## src/rtl/uart_rom_loader_pkg.sv

```systemverilog
// Shared definitions for the UART ROM boot loader: state encodings,
// default framing constants and the checksum helper.
package uart_rom_loader_pkg;

  localparam int unsigned CLK_FREQ         = 32'd12000000;
  localparam int unsigned BAUD             = 32'd115200;
  localparam int unsigned CLKS_PER_BIT_DEF = CLK_FREQ / BAUD;
  localparam logic [7:0]  SYNC_BYTE_DEF    = 8'hA5;

  typedef enum logic [2:0] {
    ST_IDLE = 3'd0,
    ST_LEN0 = 3'd1,
    ST_LEN1 = 3'd2,
    ST_DATA = 3'd3,
    ST_CSUM = 3'd4,
    ST_DONE = 3'd5,
    ST_ERR  = 3'd6
  } boot_state_e;

  typedef enum logic [1:0] {
    RX_IDLE  = 2'd0,
    RX_START = 2'd1,
    RX_DATA  = 2'd2,
    RX_STOP  = 2'd3
  } rx_state_e;

  // Running 8-bit image checksum: plain modulo-256 addition.
  function automatic logic [7:0] csum_add(input logic [7:0] sum, input logic [7:0] b);
    return sum + b;
  endfunction

endpackage

```

## src/rtl/uart_rx_8n1.sv

```systemverilog
// UART 8N1 receiver: two-flop synchroniser, falling-edge start detection,
// mid-bit start re-check, centre sampling of data (LSB first) and stop bit.
module uart_rx_8n1 import uart_rom_loader_pkg::*; #(
  parameter int unsigned CLKS_PER_BIT = CLKS_PER_BIT_DEF
) (
  input  logic       clk,
  input  logic       resetn,
  input  logic       rx,
  output logic [7:0] rx_byte,
  output logic       rx_valid,
  output logic       rx_ferr
);

  localparam int unsigned   CNT_W    = $clog2(CLKS_PER_BIT);
  localparam logic [CNT_W-1:0] CNT_LAST = CNT_W'(CLKS_PER_BIT - 1);
  localparam logic [CNT_W-1:0] CNT_HALF = CNT_W'(CLKS_PER_BIT / 2 - 1);
  localparam logic [CNT_W-1:0] CNT_ONE  = CNT_W'(1);

  rx_state_e        state_q, state_d;
  logic [CNT_W-1:0] cnt_q, cnt_d;
  logic [2:0]       bit_q, bit_d;
  logic [7:0]       shift_q, shift_d;
  logic [7:0]       byte_q, byte_d;
  logic             valid_q, valid_d;
  logic             ferr_q, ferr_d;
  logic             rx_meta_q, rx_sync_q, rx_prev_q;

  // Synchronise the asynchronous line; idle level is high so reset to 1.
  always_ff @(posedge clk or negedge resetn) begin
    if (!resetn) begin
      rx_meta_q <= 1'b1;
      rx_sync_q <= 1'b1;
      rx_prev_q <= 1'b1;
    end else begin
      rx_meta_q <= rx;
      rx_sync_q <= rx_meta_q;
      rx_prev_q <= rx_sync_q;
    end
  end

  // Receiver state and datapath registers.
  always_ff @(posedge clk or negedge resetn) begin
    if (!resetn) begin
      state_q <= RX_IDLE;
      cnt_q   <= '0;
      bit_q   <= 3'd0;
      shift_q <= 8'h00;
      byte_q  <= 8'h00;
      valid_q <= 1'b0;
      ferr_q  <= 1'b0;
    end else begin
      state_q <= state_d;
      cnt_q   <= cnt_d;
      bit_q   <= bit_d;
      shift_q <= shift_d;
      byte_q  <= byte_d;
      valid_q <= valid_d;
      ferr_q  <= ferr_d;
    end
  end

  // Bit timing: wait half a bit to confirm the start, then one full bit per sample.
  always_comb begin
    state_d = state_q;
    cnt_d   = cnt_q;
    bit_d   = bit_q;
    shift_d = shift_q;
    byte_d  = byte_q;
    valid_d = 1'b0;
    ferr_d  = 1'b0;
    case (state_q)
      RX_IDLE: begin
        if (rx_prev_q && !rx_sync_q) begin
          state_d = RX_START;
          cnt_d   = '0;
        end else begin
          state_d = RX_IDLE;
        end
      end
      RX_START: begin
        if (cnt_q == CNT_HALF) begin
          cnt_d = '0;
          bit_d = 3'd0;
          if (rx_sync_q) begin
            state_d = RX_IDLE;   // glitch, not a real start bit
          end else begin
            state_d = RX_DATA;
          end
        end else begin
          cnt_d = cnt_q + CNT_ONE;
        end
      end
      RX_DATA: begin
        if (cnt_q == CNT_LAST) begin
          cnt_d   = '0;
          shift_d = {rx_sync_q, shift_q[7:1]};
          if (bit_q == 3'd7) begin
            state_d = RX_STOP;
          end else begin
            bit_d = bit_q + 3'd1;
          end
        end else begin
          cnt_d = cnt_q + CNT_ONE;
        end
      end
      RX_STOP: begin
        if (cnt_q == CNT_LAST) begin
          cnt_d   = '0;
          state_d = RX_IDLE;
          if (rx_sync_q) begin
            valid_d = 1'b1;
            byte_d  = shift_q;
          end else begin
            ferr_d = 1'b1;
          end
        end else begin
          cnt_d = cnt_q + CNT_ONE;
        end
      end
      default: begin
        state_d = RX_IDLE;
      end
    endcase
  end

  assign rx_byte  = byte_q;
  assign rx_valid = valid_q;
  assign rx_ferr  = ferr_q;

endmodule

```

## src/rtl/uart_rom_loader.sv

```systemverilog
// Serial boot loader: parses SYNC/LEN/DATA/CSUM frames from the UART,
// writes packed little-endian words into the instruction ROM and releases
// the core from reset once the checksum matches.
module uart_rom_loader import uart_rom_loader_pkg::*; #(
  parameter int unsigned CLKS_PER_BIT = CLKS_PER_BIT_DEF,
  parameter int unsigned ADDR_W       = 9,
  parameter int unsigned TIMEOUT_CYC  = 1200000,
  parameter logic [7:0]  SYNC_BYTE    = SYNC_BYTE_DEF
) (
  input  logic              clk,
  input  logic              resetn,
  input  logic              uart_rx,
  output logic              rom_wen,
  output logic [ADDR_W-1:0] rom_addr,
  output logic [31:0]       rom_wdata,
  output logic              cpu_resetn,
  output logic              boot_done,
  output logic              boot_err
);

  localparam int unsigned      TMR_W     = $clog2(TIMEOUT_CYC + 1);
  localparam logic [TMR_W-1:0] TMR_LAST  = TMR_W'(TIMEOUT_CYC - 1);
  localparam logic [TMR_W-1:0] TMR_ONE   = TMR_W'(1);
  localparam logic [16:0]      MAX_WORDS = 17'd1 << ADDR_W;
  localparam logic [ADDR_W:0]  IDX_ONE   = (ADDR_W + 1)'(1);

  logic [7:0] rx_byte_s;
  logic       rx_valid_s;
  logic       rx_ferr_s;

  uart_rx_8n1 #(.CLKS_PER_BIT(CLKS_PER_BIT)) u_rx (
    .clk      (clk),
    .resetn   (resetn),
    .rx       (uart_rx),
    .rx_byte  (rx_byte_s),
    .rx_valid (rx_valid_s),
    .rx_ferr  (rx_ferr_s)
  );

  boot_state_e       state_q, state_d;
  logic [7:0]        len_lo_q, len_lo_d;
  logic [ADDR_W:0]   last_idx_q, last_idx_d;
  logic [ADDR_W:0]   word_idx_q, word_idx_d;
  logic [1:0]        lane_q, lane_d;
  logic [23:0]       word_q, word_d;
  logic [7:0]        sum_q, sum_d;
  logic [TMR_W-1:0]  tmr_q, tmr_d;
  logic              rom_wen_q, rom_wen_d;
  logic [ADDR_W-1:0] rom_addr_q, rom_addr_d;
  logic [31:0]       rom_wdata_q, rom_wdata_d;
  logic              cpu_resetn_q, cpu_resetn_d;
  logic              done_q, done_d;
  logic              err_q, err_d;
  logic [16:0]       n_full_s;
  logic              timed_s;
  logic              fault_s;

  // Frame FSM, packer, checksum, timer and registered ROM/status outputs.
  always_ff @(posedge clk or negedge resetn) begin
    if (!resetn) begin
      state_q      <= ST_IDLE;
      len_lo_q     <= 8'h00;
      last_idx_q   <= '0;
      word_idx_q   <= '0;
      lane_q       <= 2'd0;
      word_q       <= 24'h000000;
      sum_q        <= 8'h00;
      tmr_q        <= '0;
      rom_wen_q    <= 1'b0;
      rom_addr_q   <= '0;
      rom_wdata_q  <= 32'h00000000;
      cpu_resetn_q <= 1'b0;
      done_q       <= 1'b0;
      err_q        <= 1'b0;
    end else begin
      state_q      <= state_d;
      len_lo_q     <= len_lo_d;
      last_idx_q   <= last_idx_d;
      word_idx_q   <= word_idx_d;
      lane_q       <= lane_d;
      word_q       <= word_d;
      sum_q        <= sum_d;
      tmr_q        <= tmr_d;
      rom_wen_q    <= rom_wen_d;
      rom_addr_q   <= rom_addr_d;
      rom_wdata_q  <= rom_wdata_d;
      cpu_resetn_q <= cpu_resetn_d;
      done_q       <= done_d;
      err_q        <= err_d;
    end
  end

  // Next-state logic; a received byte always takes priority over an expiring timer.
  always_comb begin
    state_d     = state_q;
    len_lo_d    = len_lo_q;
    last_idx_d  = last_idx_q;
    word_idx_d  = word_idx_q;
    lane_d      = lane_q;
    word_d      = word_q;
    sum_d       = sum_q;
    rom_wen_d   = 1'b0;
    rom_addr_d  = rom_addr_q;
    rom_wdata_d = rom_wdata_q;
    n_full_s    = {1'b0, rx_byte_s, len_lo_q};
    timed_s     = (state_q == ST_LEN0) || (state_q == ST_LEN1) ||
                  (state_q == ST_DATA) || (state_q == ST_CSUM);
    fault_s     = rx_ferr_s || (tmr_q == TMR_LAST);

    if (timed_s && !rx_valid_s) begin
      tmr_d = tmr_q + TMR_ONE;
    end else begin
      tmr_d = '0;
    end

    case (state_q)
      ST_IDLE: begin
        if (rx_valid_s && (rx_byte_s == SYNC_BYTE)) begin
          state_d = ST_LEN0;
        end else begin
          state_d = ST_IDLE;
        end
      end
      ST_LEN0: begin
        if (rx_valid_s) begin
          len_lo_d = rx_byte_s;
          state_d  = ST_LEN1;
        end else if (fault_s) begin
          state_d = ST_ERR;
        end else begin
          state_d = ST_LEN0;
        end
      end
      ST_LEN1: begin
        if (rx_valid_s) begin
          sum_d = 8'h00;
          if (n_full_s > MAX_WORDS) begin
            state_d = ST_ERR;
          end else if (n_full_s == 17'd0) begin
            state_d = ST_CSUM;
          end else begin
            state_d    = ST_DATA;
            word_idx_d = '0;
            lane_d     = 2'd0;
            last_idx_d = n_full_s[ADDR_W:0] - IDX_ONE;
          end
        end else if (fault_s) begin
          state_d = ST_ERR;
        end else begin
          state_d = ST_LEN1;
        end
      end
      ST_DATA: begin
        if (rx_valid_s) begin
          sum_d = csum_add(sum_q, rx_byte_s);
          if (lane_q == 2'd3) begin
            rom_wen_d   = 1'b1;
            rom_wdata_d = {rx_byte_s, word_q};
            rom_addr_d  = word_idx_q[ADDR_W-1:0];
            word_idx_d  = word_idx_q + IDX_ONE;
            lane_d      = 2'd0;
            if (word_idx_q == last_idx_q) begin
              state_d = ST_CSUM;
            end else begin
              state_d = ST_DATA;
            end
          end else begin
            lane_d = lane_q + 2'd1;
            case (lane_q)
              2'd0:    word_d[7:0]   = rx_byte_s;
              2'd1:    word_d[15:8]  = rx_byte_s;
              2'd2:    word_d[23:16] = rx_byte_s;
              default: word_d        = word_q;
            endcase
          end
        end else if (fault_s) begin
          state_d = ST_ERR;
        end else begin
          state_d = ST_DATA;
        end
      end
      ST_CSUM: begin
        if (rx_valid_s) begin
          if (rx_byte_s == sum_q) begin
            state_d = ST_DONE;
          end else begin
            state_d = ST_ERR;
          end
        end else if (fault_s) begin
          state_d = ST_ERR;
        end else begin
          state_d = ST_CSUM;
        end
      end
      ST_DONE: begin
        state_d = ST_DONE;
      end
      ST_ERR: begin
        if (rx_valid_s && (rx_byte_s == SYNC_BYTE)) begin
          state_d = ST_LEN0;
        end else begin
          state_d = ST_ERR;
        end
      end
      default: begin
        state_d = ST_IDLE;
      end
    endcase

    cpu_resetn_d = (state_d == ST_DONE);
    done_d       = (state_d == ST_DONE);
    err_d        = (state_d == ST_ERR);
  end

  assign rom_wen    = rom_wen_q;
  assign rom_addr   = rom_addr_q;
  assign rom_wdata  = rom_wdata_q;
  assign cpu_resetn = cpu_resetn_q;
  assign boot_done  = done_q;
  assign boot_err   = err_q;

endmodule

```

## config.mk

```make
export PLATFORM = sky130hd
export DESIGN_NAME = uart_rom_loader
export DESIGN_NICKNAME = d
export VERILOG_FILES = /design/src/rtl/uart_rom_loader_pkg.sv /design/src/rtl/uart_rx_8n1.sv /design/src/rtl/uart_rom_loader.sv
export SDC_FILE = /design/constraint.sdc
export NUM_CORES = 1
export LEC_CHECK = 0
export ABC_CLOCK_PERIOD_IN_PS = 4700
export CORE_MARGIN = 1.5
export CORE_UTILIZATION = 30
export DETAILED_ROUTE_END_ITERATION = 6
export DONT_BUFFER_PORTS = 1
export MAX_ROUTING_LAYER = met4
export PLACE_DENSITY = 0.51
export SYNTH_ARGS = -nofsm -noshare
export SYNTH_HDL_FRONTEND = slang
export SYNTH_SLANG_ARGS = --single-unit
```

## constraint.sdc

```tcl
create_clock -name clk -period 4.7 [get_ports clk]
set_input_delay 0.94 -clock clk [delete_from_list [all_inputs] [get_ports clk]]
set_output_delay 0.94 -clock clk [all_outputs]
set_load 0.005 [all_outputs]
```

==> results by group, run 1 <==
STA
  • Unrepaired setup endpoints after global routing: no
  • Fmax: 367 MHz
  • Slew HR: 0.293
  • Final Max Slew Viols: 0
  • Clock Skew: around 0.011 ns
  • Fin crit period: between 2 and 3 ns
  • Setup violators final: 0
  • Final count of hold timing violations: 0
  • Final setup TNS: 0 ns
  • Worst-margin pin slew: 1.05 ns
  • Final period util: 0.580

Clock tree
  • Max Root-Sink Buffers: 2
  • PostCTS Resize Cnt: 0
  • Inserted Clock Buffers: 17
  • Worst-path clk slew: 0.06 ns
  • CTS tree: built
  • Skew-Pair Late Insertion Delay: 0.43 ns
  • CTS Hold Buffers Added: 0
  • CTS Root Cell: clkbuf_16
  • Setup repair bufs after CTS: 0
  • H-Tree Depth: 4
  • TritonCTS Sinks: approximately 160

Synth
  • Post-synthesis compound-gate area fraction: 0.0783
  • Post-synth EDFFs: 0
  • Yosys warns: 0
  • Synth Area per Inst: 11.0 sq um
  • Seq/Total Area, Yosys: 0.539
  • Cell Area, Synth: 7570 sq um
  • Ys flop type: dfrtp_1
  • Synth top area cells: dfrtp_1, mux2_2, nand2_1
  • Synth top area share: 0.529
  • Async set or reset register ratio after synthesis: 1.00
  • Post-Synth Adder-Cell Area: 0.0307
  • Dominant cell type by area after synthesis: dfrtp_1
  • Synth Register Bits: 163
  • Syn Inst Count: 690
  • Synth unique cells: 68
  • Post-Synth XOR/XNOR Area: 0.0532
  • Portion of netlist area occupied by mux cells: 0.0979
  • Syn nets: 711
  • Top cells by instance count after synthesis: dfrtp_1, nand2_1, mux2_2, nor2_1, o21ai_0
  • Count leader, synth: dfrtp_1
  • Largest family of logic cells by synthesized area: simple AND/OR/NAND/NOR gates
  • Simple-gate share of the synthesized area: 0.170

Hold path
  • Hold Path Class: in -> async

Power
  • P_leak: 3.92 nW
  • Power Dens Cells: 351 nW/um^2
  • Worst ir drop on vdd: 0.199 mV

Detailed routing
  • Residual DRC count: 0
  • Post-route ant nets: 0
  • First DRT Iteration DRCs: 376
  • Wire per inst: 16.0 microns
  • Post-Route WL: 16.3 mm
  • Routed via count: 4863
  • Drt first pass iters: 4
  • Via/cell ratio: 4.77

Worst setup path
  • Slowest library cell on the worst path: inv_1
  • Critical path arrival: 3.06 ns
  • Peak fanout along the critical path: 30
  • Startpoint types: flip-flop
  • CP max stage delay: 0.75 ns
  • Worst Path Required: 5.03 ns
  • Worst Reg-to-Reg Cells: 6
  • Kind of critical path: reg -> reg
  • CP cell instances: nand3b_1 -> nor2_1 -> nand2_2 -> inv_1 -> nand3_1 -> o21ai_0
  • CP Capture Type: flip-flop

Die
  • Cell row count: 57
  • Die Area: 26200 sq um
  • Die Y: 162 microns
  • Core ar.: 24500 sq um
  • I/O Pins: between 40 and 50
  • DIE WIDTH: between 150 and 200 microns
  • Initial Util: 0.309

Cells and area
  • Share of layout cells above drive strength 1: 0.167
  • Area grow syn2layout: 10.9%
  • Ant diodes: 0
  • Layout Nets: slightly above 700
  • Fillers: 2512
  • Post-route cell area: 8400 sq um
  • Register Area: 4080 sq um
  • Area of the multi-input gates: 3260 sq um

Run
  • MaxCap Viol Count: 0

GRT
  • Gr usage total: 0.137
  • Largest net degree at the start of global routing: around 160
  • Initial antenna violation count: 0
  • Global route overflow: 0
  • First-pass GRT wire length: 27.3 mm
  • Vias in the first global route: 4929

Outcome
  • Status: finished clean

Place
  • Placed cell areas: a little under 8000 sq um
  • PortBufs: 0
  • Post-DP HPWL: about 10 mm
  • Placer Congestion: 0.790
area by class of cell:
class / count / share of cell area
sequential: 163 / 0.486
multi-input combinational: 484 / 0.388
clock buffer: 20 / 0.0544
tap: 324 / 0.0483
clock inverter: 11 / 0.0139
inverter: 16 / 0.00715
timing repair buffer: 2 / 0.00179
flip-flops by register name, summed over array words and instances (netlist names), 9 cells and up, named ones only:
register	flops
last_idx_q	10
tmr_q	21
rom_wdata	32
word_q	24
word_idx_q	10
rom_addr	9
worst max-delay path, delay by kind of cell, from the launching register on:
family	cells	cell delay [ns]
compound gates	1	0.21
buf+inv	1	0.75
flops	1	0.59
simple gates	4	1.07
metal layers:
| layer | track usage | up-vias | wire (microns) |
|---|---|---|---|
| met5 | - | - | 0 |
| met2 | 0.207 | 58 | 7520 |
| met1 | 0.183 | 2409 | 8060 |
| met4 | 0.0421 | 0 | 116 |
| met3 | 0.0327 | 9 | 644 |
| li1 | - | 2387 | - |
placed cells by master, fill, tap and decap left out, drive strengths merged, types with 2 or more instances in the layout:
| cell | n |
|---|---|
| a21oi | 24 |
| nand2 | 112 |
| mux2i | 2 |
| and4 | 4 |
| nor3 | 10 |
| clkbuf | 20 |
| and2 | 8 |
| nor2 | 57 |
| o2111ai | 3 |
| o211ai | 3 |
| nor2b | 4 |
| and3 | 7 |
| nand3 | 21 |
| clkinv | 5 |
| nor4b | 7 |
| o21bai | 3 |
| dfstp | 3 |
| a31oi | 6 |
| xor2 | 21 |
| o21ai | 33 |
| nor4 | 4 |
| ha | 17 |
| dfrtp | 160 |
| buf | 2 |
| mux2 | 64 |
| inv | 21 |
| nand4 | 9 |
| o31ai | 5 |
| or3 | 7 |
| o41ai | 2 |
| xnor2 | 25 |
| a22o | 4 |
| nor3b | 2 |
| nand2b | 4 |
through the flow:
step	hold slack, ns	power, W	worst slack (ns)	util	cells
4_1_cts	0.194	0.00300	1.94	0.342	1020
5_1_grt	0.183	0.00306	1.59	0.342	1020
2_1_floorplan	0.345	0.00158	2.56	-	690
6_report	0.212	0.00295	1.97	0.342	1020
3_3_place_gp	0.346	0.00161	2.06	0.319	989
3_5_place_dp	0.351	0.00161	1.97	0.319	989
kinds of logic after synthesis:
logic type,count (synthesis)
buf+inv,43
flops,163
fa+ha+maj,18
simple gates,261
mux,66
compound gates,93
xor+xnor,46
report_power, final:
group          switching (W)  internal [W]
clock               0.000599      0.000769
sequential         0.0000419       0.00143
combinational      0.0000600     0.0000467
total               0.000701       0.00225
worst paths after layout:
check / start / to / slack, ns
worst max-delay path: state_q[1]$_DFF_PN0_ / word_idx_q[5]$_DFFE_PN0P_ / 1.97
worst min-delay path: resetn / rom_addr[2]$_DFFE_PN0P_ / 0.21
worst max register to register: state_q[1]$_DFF_PN0_ / word_idx_q[5]$_DFFE_PN0P_ / 1.97
worst min register to register: u_rx.rx_meta_q$_DFF_PN1_ / u_rx.rx_sync_q$_DFF_PN1_ / 0.37
max in group asynchronous: resetn / u_rx.rx_sync_q$_DFF_PN1_ / 4.08
min in group clk: u_rx.rx_meta_q$_DFF_PN1_ / u_rx.rx_sync_q$_DFF_PN1_ / 0.37
No activity file was read; power rests on OpenSTA's default activity.
==> run 2: changes to the inputs <==
--- a/config.mk
+++ b/config.mk
@@ -5,7 +5,7 @@
 export SDC_FILE = /design/constraint.sdc
 export NUM_CORES = 1
 export LEC_CHECK = 0
-export ABC_CLOCK_PERIOD_IN_PS = 4700
+export ABC_CLOCK_PERIOD_IN_PS = 2600
 export CORE_MARGIN = 1.5
 export CORE_UTILIZATION = 30
 export DETAILED_ROUTE_END_ITERATION = 6
==> constraint.sdc (replaced) <==
create_clock -name clk -period 2.6 [get_ports clk]
set_input_delay 0.52 -clock clk [delete_from_list [all_inputs] [get_ports clk]]
set_output_delay 0.52 -clock clk [all_outputs]
set_load 0.005 [all_outputs]
==> run 2 against run 1 <==
The flow now finishes with violations (hold timing). Die area did not move. Clock skew rose by 0.00066 ns. Clock power rose by 76%. Count of clock-buffer cells in the layout fell by 2. Register-to-register slack got worse by 1.6 ns. Setup slack got worse by 1.6 ns. First-iteration DRC count fell by 12%. Critical path type unchanged. Critical endpoint is now word_idx_q[7]$_DFFE_PN0P_. Largest power group unchanged.
==> results by group, run 2 (synthesized netlist as in run 1, its figures left out) <==
Detailed routing
  • Post-Route WL: 16.6 mm (+1.5%)
  • First DRT Iteration DRCs: 331 (-12%)
  • Drt first pass iters: 5 (+1)
  • Via/cell ratio: 4.76 (-0.17%)
  • Wire per inst: 15.9 microns (-0.79%)
  • Residual DRC count: 0 (unchanged)
  • Routed via count: 4969 (+2.2%)
  • Post-route ant nets: 0 (unchanged)

STA
  • Final count of hold timing violations: 160 (+160)
  • Fmax: 440 MHz (+20%)
  • Final period util: 0.874 (+0.293)
  • Clock Skew: 0.0120 ns (+0.000657 ns)
  • Setup violators final: 0 (unchanged)
  • Worst-margin pin slew: 0.720 ns (-0.332 ns)
  • Final setup TNS: 0 ns (unchanged)
  • Hold Slack: -0.211 ns (-0.422 ns)
  • Final Max Slew Viols: 0 (unchanged)
  • Fin crit period: 2.27 ns (-0.456 ns)
  • Slew HR: 0.519 (+0.226)
  • Unrepaired setup endpoints after global routing: no

Worst setup path
  • Worst Path Required: 2.91 ns (-2.12 ns)
  • Critical path arrival: 2.58 ns (-0.48 ns)
  • Slowest library cell on the worst path: or4_1
  • CP cell instances: or4_1 -> a211o_1 -> a21oi_4 -> o21a_4 -> o21ai_2 -> a22o_1
  • Peak fanout along the critical path: 10 (-67%)
  • CP max stage delay: 0.56 ns (-0.19 ns)
  • CP Capture Type: flip-flop
  • CP Buf/Inv Count: 0 (-1)
  • Kind of critical path: reg -> reg
  • Top cell family by delay on the critical path: compound AO/OA/AOI/OAI gates
  • Startpoint types: flip-flop

Clock tree
  • TritonCTS Sinks: 163 (unchanged)
  • Inserted Clock Buffers: 17 (unchanged)
  • CTS Root Cell: clkbuf_16
  • H-Tree Depth: 4 (unchanged)
  • Skew-Pair Late Insertion Delay: 0.42 ns (about the same)
  • Max Root-Sink Buffers: 2 (unchanged)
  • CTS tree: built
  • Setup repair bufs after CTS: 0 (unchanged)
  • Worst-path clk slew: 0.07 ns (about the same)
  • PostCTS Resize Cnt: 0 (unchanged)

Power
  • Power Dens Cells: 617 nW/um^2 (+76%)
  • Worst ir drop on vdd: 0.359 mV (+81%)
  • Final Total Pwr: 0.00529 W (+79%)
  • P_leak: 4.03 nW (+2.8%)

Cells and area
  • Most common cell after layout, fill and taps aside: dfrtp_1
  • Non-filler instance count after layout: 1044 (+2.4%)
  • Most frequent cells in the layout: dfrtp_1, nand2_1, mux2_2
  • Area of the multi-input gates: 3260 sq um (unchanged)
  • Share of layout cells above drive strength 1: 0.196 (+0.0292)
  • Post-route cell area: 8570 sq um (+2.0%)
  • Register Area: 4080 sq um (unchanged)
  • Layout Nets: 728 (+3.3%)
  • Final Core Density: 0.349 (+0.00699)
  • Max FFs per register: 32 (unchanged)
  • Ant diodes: 0 (unchanged)
  • Area grow syn2layout: 13.2%
  • Fillers: 2506 (-0.24%)

GRT
  • First-pass GRT wire length: 28.0 mm (+2.6%)
  • Busiest grt layer: met2
  • Met2 Use GR: 0.207 (about the same)
  • Met3 GRT Util: 0.0391 (+0.00638)
  • Initial antenna violation count: 0 (unchanged)
  • Vias in the first global route: 5003 (+1.5%)
  • Global route overflow: 0 (unchanged)
  • Largest net degree at the start of global routing: 164 (unchanged)
  • Met1 usage: 0.187 (+0.00429)
  • Gr usage total: 0.140 (+0.00282)

Run
  • MaxCap Viol Count: 0 (unchanged)

Die
  • Cell row count: 57 (unchanged)
  • Initial Util: 0.309 (unchanged)
  • Die Area: 26200 sq um (unchanged)
  • DIE WIDTH: 162 microns (unchanged)
  • Core ar.: 24500 sq um (unchanged)
  • Die Y: 162 microns (unchanged)
  • I/O Pins: 48 (unchanged)

Hold path
  • Hold Path Class: in -> async

Outcome
  • Failing checks: hold timing
  • Status: complete, but fails checks

Place
  • Post-DP HPWL: 11.2 mm (+7.2%)
  • Placer Congestion: 0.749 (-5.2%)
  • Placed cell areas: 8010 sq um (+2.4%)
  • Placed cell count: 1012 (+2.3%)
  • PortBufs: 0 (unchanged)
## run 2: worst reg2reg max path: stages, from the launching register on
cell and delay [ns]:
dfrtp_1 0.51, or4_1 0.56, a211o_1 0.35, a21oi_4 0.24
o21a_4 0.20, o21ai_2 0.06, a22o_1 0.23
## run 2: path summary, 6_finish.rpt
path | endpoint | slack [ns] | startpoint | cells past startpoint
worst max-delay path | word_idx_q[7]$_DFFE_PN0P_ | 0.33 | u_rx.rx_byte[1]$_DFFE_PN0P_ | 6
worst min-delay path | rom_addr[0]$_DFFE_PN0P_ | -0.21 | resetn | 0
worst max register to register | word_idx_q[7]$_DFFE_PN0P_ | 0.33 | u_rx.rx_byte[1]$_DFFE_PN0P_ | 6
worst min register to register | u_rx.rx_sync_q$_DFF_PN1_ | 0.36 | u_rx.rx_meta_q$_DFF_PN1_ | 0
max in group asynchronous | u_rx.rx_prev_q$_DFF_PN1_ | 2.52 | resetn | 0
min in group clk | u_rx.rx_meta_q$_DFF_PN1_ | 0.08 | uart_rx | 0
## run 2: layer usage
metal  vias to the layer above  share of wire
met3                        13          0.043
met1                      2464           0.49
li1                       2431              -
met5                         -              0
met4                         0          0.011
met2                        61           0.45
## run 2: final cells by class
cell class | count | share of cell area
multi-input cells | 484 | 0.381
inverters | 16 | 0.00701
well taps | 324 | 0.0473
clock inverters | 14 | 0.0140
clock buffers | 18 | 0.0513
repair buffers | 25 | 0.0234
flip-flops and latches | 163 | 0.476
## run 2: power breakdown
part	switching (W)	leakage, nW	internal, W	total (W)
Combinational	0.000116	1.50	0.000103	0.000219
Sequential	0.0000772	2.26	0.00259	0.00266
Clock	0.00113	0.273	0.00128	0.00241
Total	0.00132	4.03	0.00397	0.00529
## run 2: per-stage QoR
stage | hold slack, ns | setup WS (ns)
final | -0.211 | 0.328
after global routing | -0.236 | 0.193
after CTS | -0.229 | 0.336
after detailed placement | 0.236 | 0.349
after global placement | 0.231 | 0.396
after floorplan | 0.224 | 0.456
==> run 3: changes to the inputs <==
--- a/config.mk
+++ b/config.mk
@@ -11,7 +11,7 @@
 export DETAILED_ROUTE_END_ITERATION = 6
 export DONT_BUFFER_PORTS = 1
 export MAX_ROUTING_LAYER = met4
-export PLACE_DENSITY = 0.51
+export PLACE_DENSITY = 0.49
 export SYNTH_ARGS = -nofsm -noshare
 export SYNTH_HDL_FRONTEND = slang
 export SYNTH_SLANG_ARGS = --single-unit
==> run 3 against run 2 <==
The flow still finishes with violations (hold timing). Largest cell class unchanged. Worst hold slack better by 0.0049 ns. Via count is 0.22% lower. Utilization decreased by 0.22 points. Global-route usage is 0.29 points lower. Design area decreased by 0.64%. Non-clock buffer count fell by 8.
==> results by group, run 3 (synthesized netlist as in run 1, its figures left out) <==
Cells and area
  • Share of layout cells above drive strength 1: 0.183 (-0.0130)
  • Layout Nets: 720 (-1.1%)
  • Max FFs per register: 32 (unchanged)
  • Ant diodes: 0 (unchanged)
  • Area grow syn2layout: 12.5%
  • Most frequent cells in the layout: dfrtp_1, nand2_1, mux2_2
  • Non-filler instance count after layout: 1035 (-0.86%)
  • Final Core Density: 0.347 (-0.00224)
  • Most common cell after layout, fill and taps aside: dfrtp_1

Outcome
  • Status: complete, but fails checks
  • Failing checks: hold timing

Clock tree
  • PostCTS Resize Cnt: 0 (unchanged)
  • Skew-Pair Late Insertion Delay: 0.42 ns (about the same)
  • Worst-path clk slew: 0.07 ns (about the same)
  • CTS Root Cell: clkbuf_16
  • Setup repair bufs after CTS: 0 (unchanged)
  • Max Root-Sink Buffers: 2 (unchanged)
  • CTS tree: built
  • H-Tree Depth: 4 (unchanged)
  • TritonCTS Sinks: 163 (unchanged)
  • Inserted Clock Buffers: 17 (unchanged)

Power
  • P_leak: 3.98 nW (-1.2%)
  • Power Dens Cells: 628 nW/um^2 (+1.7%)
  • Worst ir drop on vdd: 0.407 mV (+13%)

STA
  • Final period util: 0.891 (+0.0175)
  • Setup violators final: 0 (unchanged)
  • Unrepaired setup endpoints after global routing: no
  • Clock Skew: 0.0144 ns (+0.00242 ns)
  • Slew HR: 0.543 (+0.0244)
  • Final count of hold timing violations: 160 (unchanged)
  • Final setup TNS: 0 ns (unchanged)
  • Hold Slack: -0.206 ns (+0.00494 ns)
  • Fmax: 432 MHz (-2.0%)
  • Fin crit period: 2.32 ns (+0.0455 ns)
  • Worst-margin pin slew: 0.675 ns (-0.0444 ns)
  • Final Max Slew Viols: 0 (unchanged)

Place
  • Post-DP HPWL: 11.2 mm (+0.72%)
  • Placed cell count: 1004 (-0.79%)
  • PortBufs: 0 (unchanged)
  • Placer Congestion: 0.776 (+3.7%)

Detailed routing
  • Wire per inst: 16.0 microns (+0.57%)
  • Post-Route WL: 16.5 mm (-0.30%)
  • Routed via count: 4958 (-0.22%)
  • Drt first pass iters: 4 (-1)
  • First DRT Iteration DRCs: 306 (-7.6%)
  • Via/cell ratio: 4.79 (+0.65%)
  • Residual DRC count: 0 (unchanged)
  • Post-route ant nets: 0 (unchanged)

Worst setup path
  • Startpoint types: flip-flop
  • R2r setup slk: 0.28 ns (-0.05 ns)
  • Worst setup startpoint: u_rx.rx_byte[0]$_DFFE_PN0P_
  • Worst setup path end: sum_q[6]$_DFFE_PN0P_
  • Kind of critical path: reg -> reg
  • CP Capture Type: flip-flop
  • FF-to-FF Start: u_rx.rx_byte[0]$_DFFE_PN0P_
  • Critical path arrival: 2.62 ns (+0.04 ns)
  • R2r endpoint: sum_q[6]$_DFFE_PN0P_
  • Worst Path Required: 2.90 ns (about the same)
  • Peak fanout along the critical path: 10 (unchanged)
  • Worst Reg-to-Reg Cells: 8 (+2)

Run
  • MaxCap Viol Count: 0 (unchanged)

Die
  • Core ar.: 24500 sq um (unchanged)
  • Initial Util: 0.309 (unchanged)
  • Cell row count: 57 (unchanged)
  • DIE WIDTH: 162 microns (unchanged)
  • I/O Pins: 48 (unchanged)
  • Die Y: 162 microns (unchanged)
  • Die Area: 26200 sq um (unchanged)

GRT
  • Global route overflow: 0 (unchanged)
  • Initial antenna violation count: 0 (unchanged)
  • Largest net degree at the start of global routing: 164 (unchanged)
  • First-pass GRT wire length: 27.5 mm (-1.7%)
  • Gr usage total: 0.137 (-0.00294)
  • Vias in the first global route: 5077 (+1.5%)

Hold path
  • Hold Path Class: in -> async
-- run 3: cell types whose count changed in the layout (fill, tap and decap cells not counted), moves of 2 or more --
cell        delta
clkinv_4       -2
buf_4          -7
clkinvlp_4     +2
clkbuf_1       +2
inv_8          -3
bufinv_16      +2
-- run 3: worst min-delay path by stage --
stage	start	end	slack [ns]	cells past startpoint
6_report	resetn	rom_addr[5]$_DFFE_PN0P_	-0.21	0
3_5_place_dp	resetn	rom_addr[2]$_DFFE_PN0P_	0.23	0
5_1_grt	resetn	rom_addr[5]$_DFFE_PN0P_	-0.24	0
3_3_place_gp	resetn	rom_addr[5]$_DFFE_PN0P_	0.23	0
2_1_floorplan	resetn	asynchronous set/reset pin	0.22	0
4_1_cts	resetn	rom_addr[5]$_DFFE_PN0P_	-0.23	0
-- run 3: routing by layer --
layer	track usage	routed length, microns
met4	0.0325	135
met2	0.219	7840
met3	0.0368	676
met5	-	0
met1	0.173	7900
-- run 3: power by group --
part / total (W) / internal [W] / switching [W]
combinational: 0.000212 / 0.000103 / 0.000109
sequential: 0.00266 / 0.00259 / 0.0000765
clock: 0.00247 / 0.00144 / 0.00103
total: 0.00534 / 0.00413 / 0.00121
-- run 3: area by class of cell --
class / instances / area [sq um]
Clock buffer: 20 / 447
Clock inverter: 11 / 130
Fill cell: 2470 / 16000
Inverter: 16 / 60.1
Multi-Input combinational cell: 484 / 3260
Sequential cell: 163 / 4080
Tap cell: 324 / 405
Timing Repair Buffer: 17 / 128
-- run 3: critical path, cell delays in order, from the launching register on --
cell,delay (ns)
dfrtp_1,0.56
ha_1,0.33
fa_1,0.41
a21o_1,0.17
a21oi_1,0.21
o21bai_1,0.09
a21oi_1,0.17
xor2_1,0.16
o21ai_0,0.09
-- run 3: through the flow --
step	cell area, sq um	power [W]	worst slack [ns]
6_report	8510	0.00534	0.283
3_3_place_gp	7940	0.00292	0.364
3_5_place_dp	7940	0.00292	0.291
2_1_floorplan	7570	0.00286	0.456
5_1_grt	8510	0.00558	0.145
4_1_cts	8510	0.00543	0.271
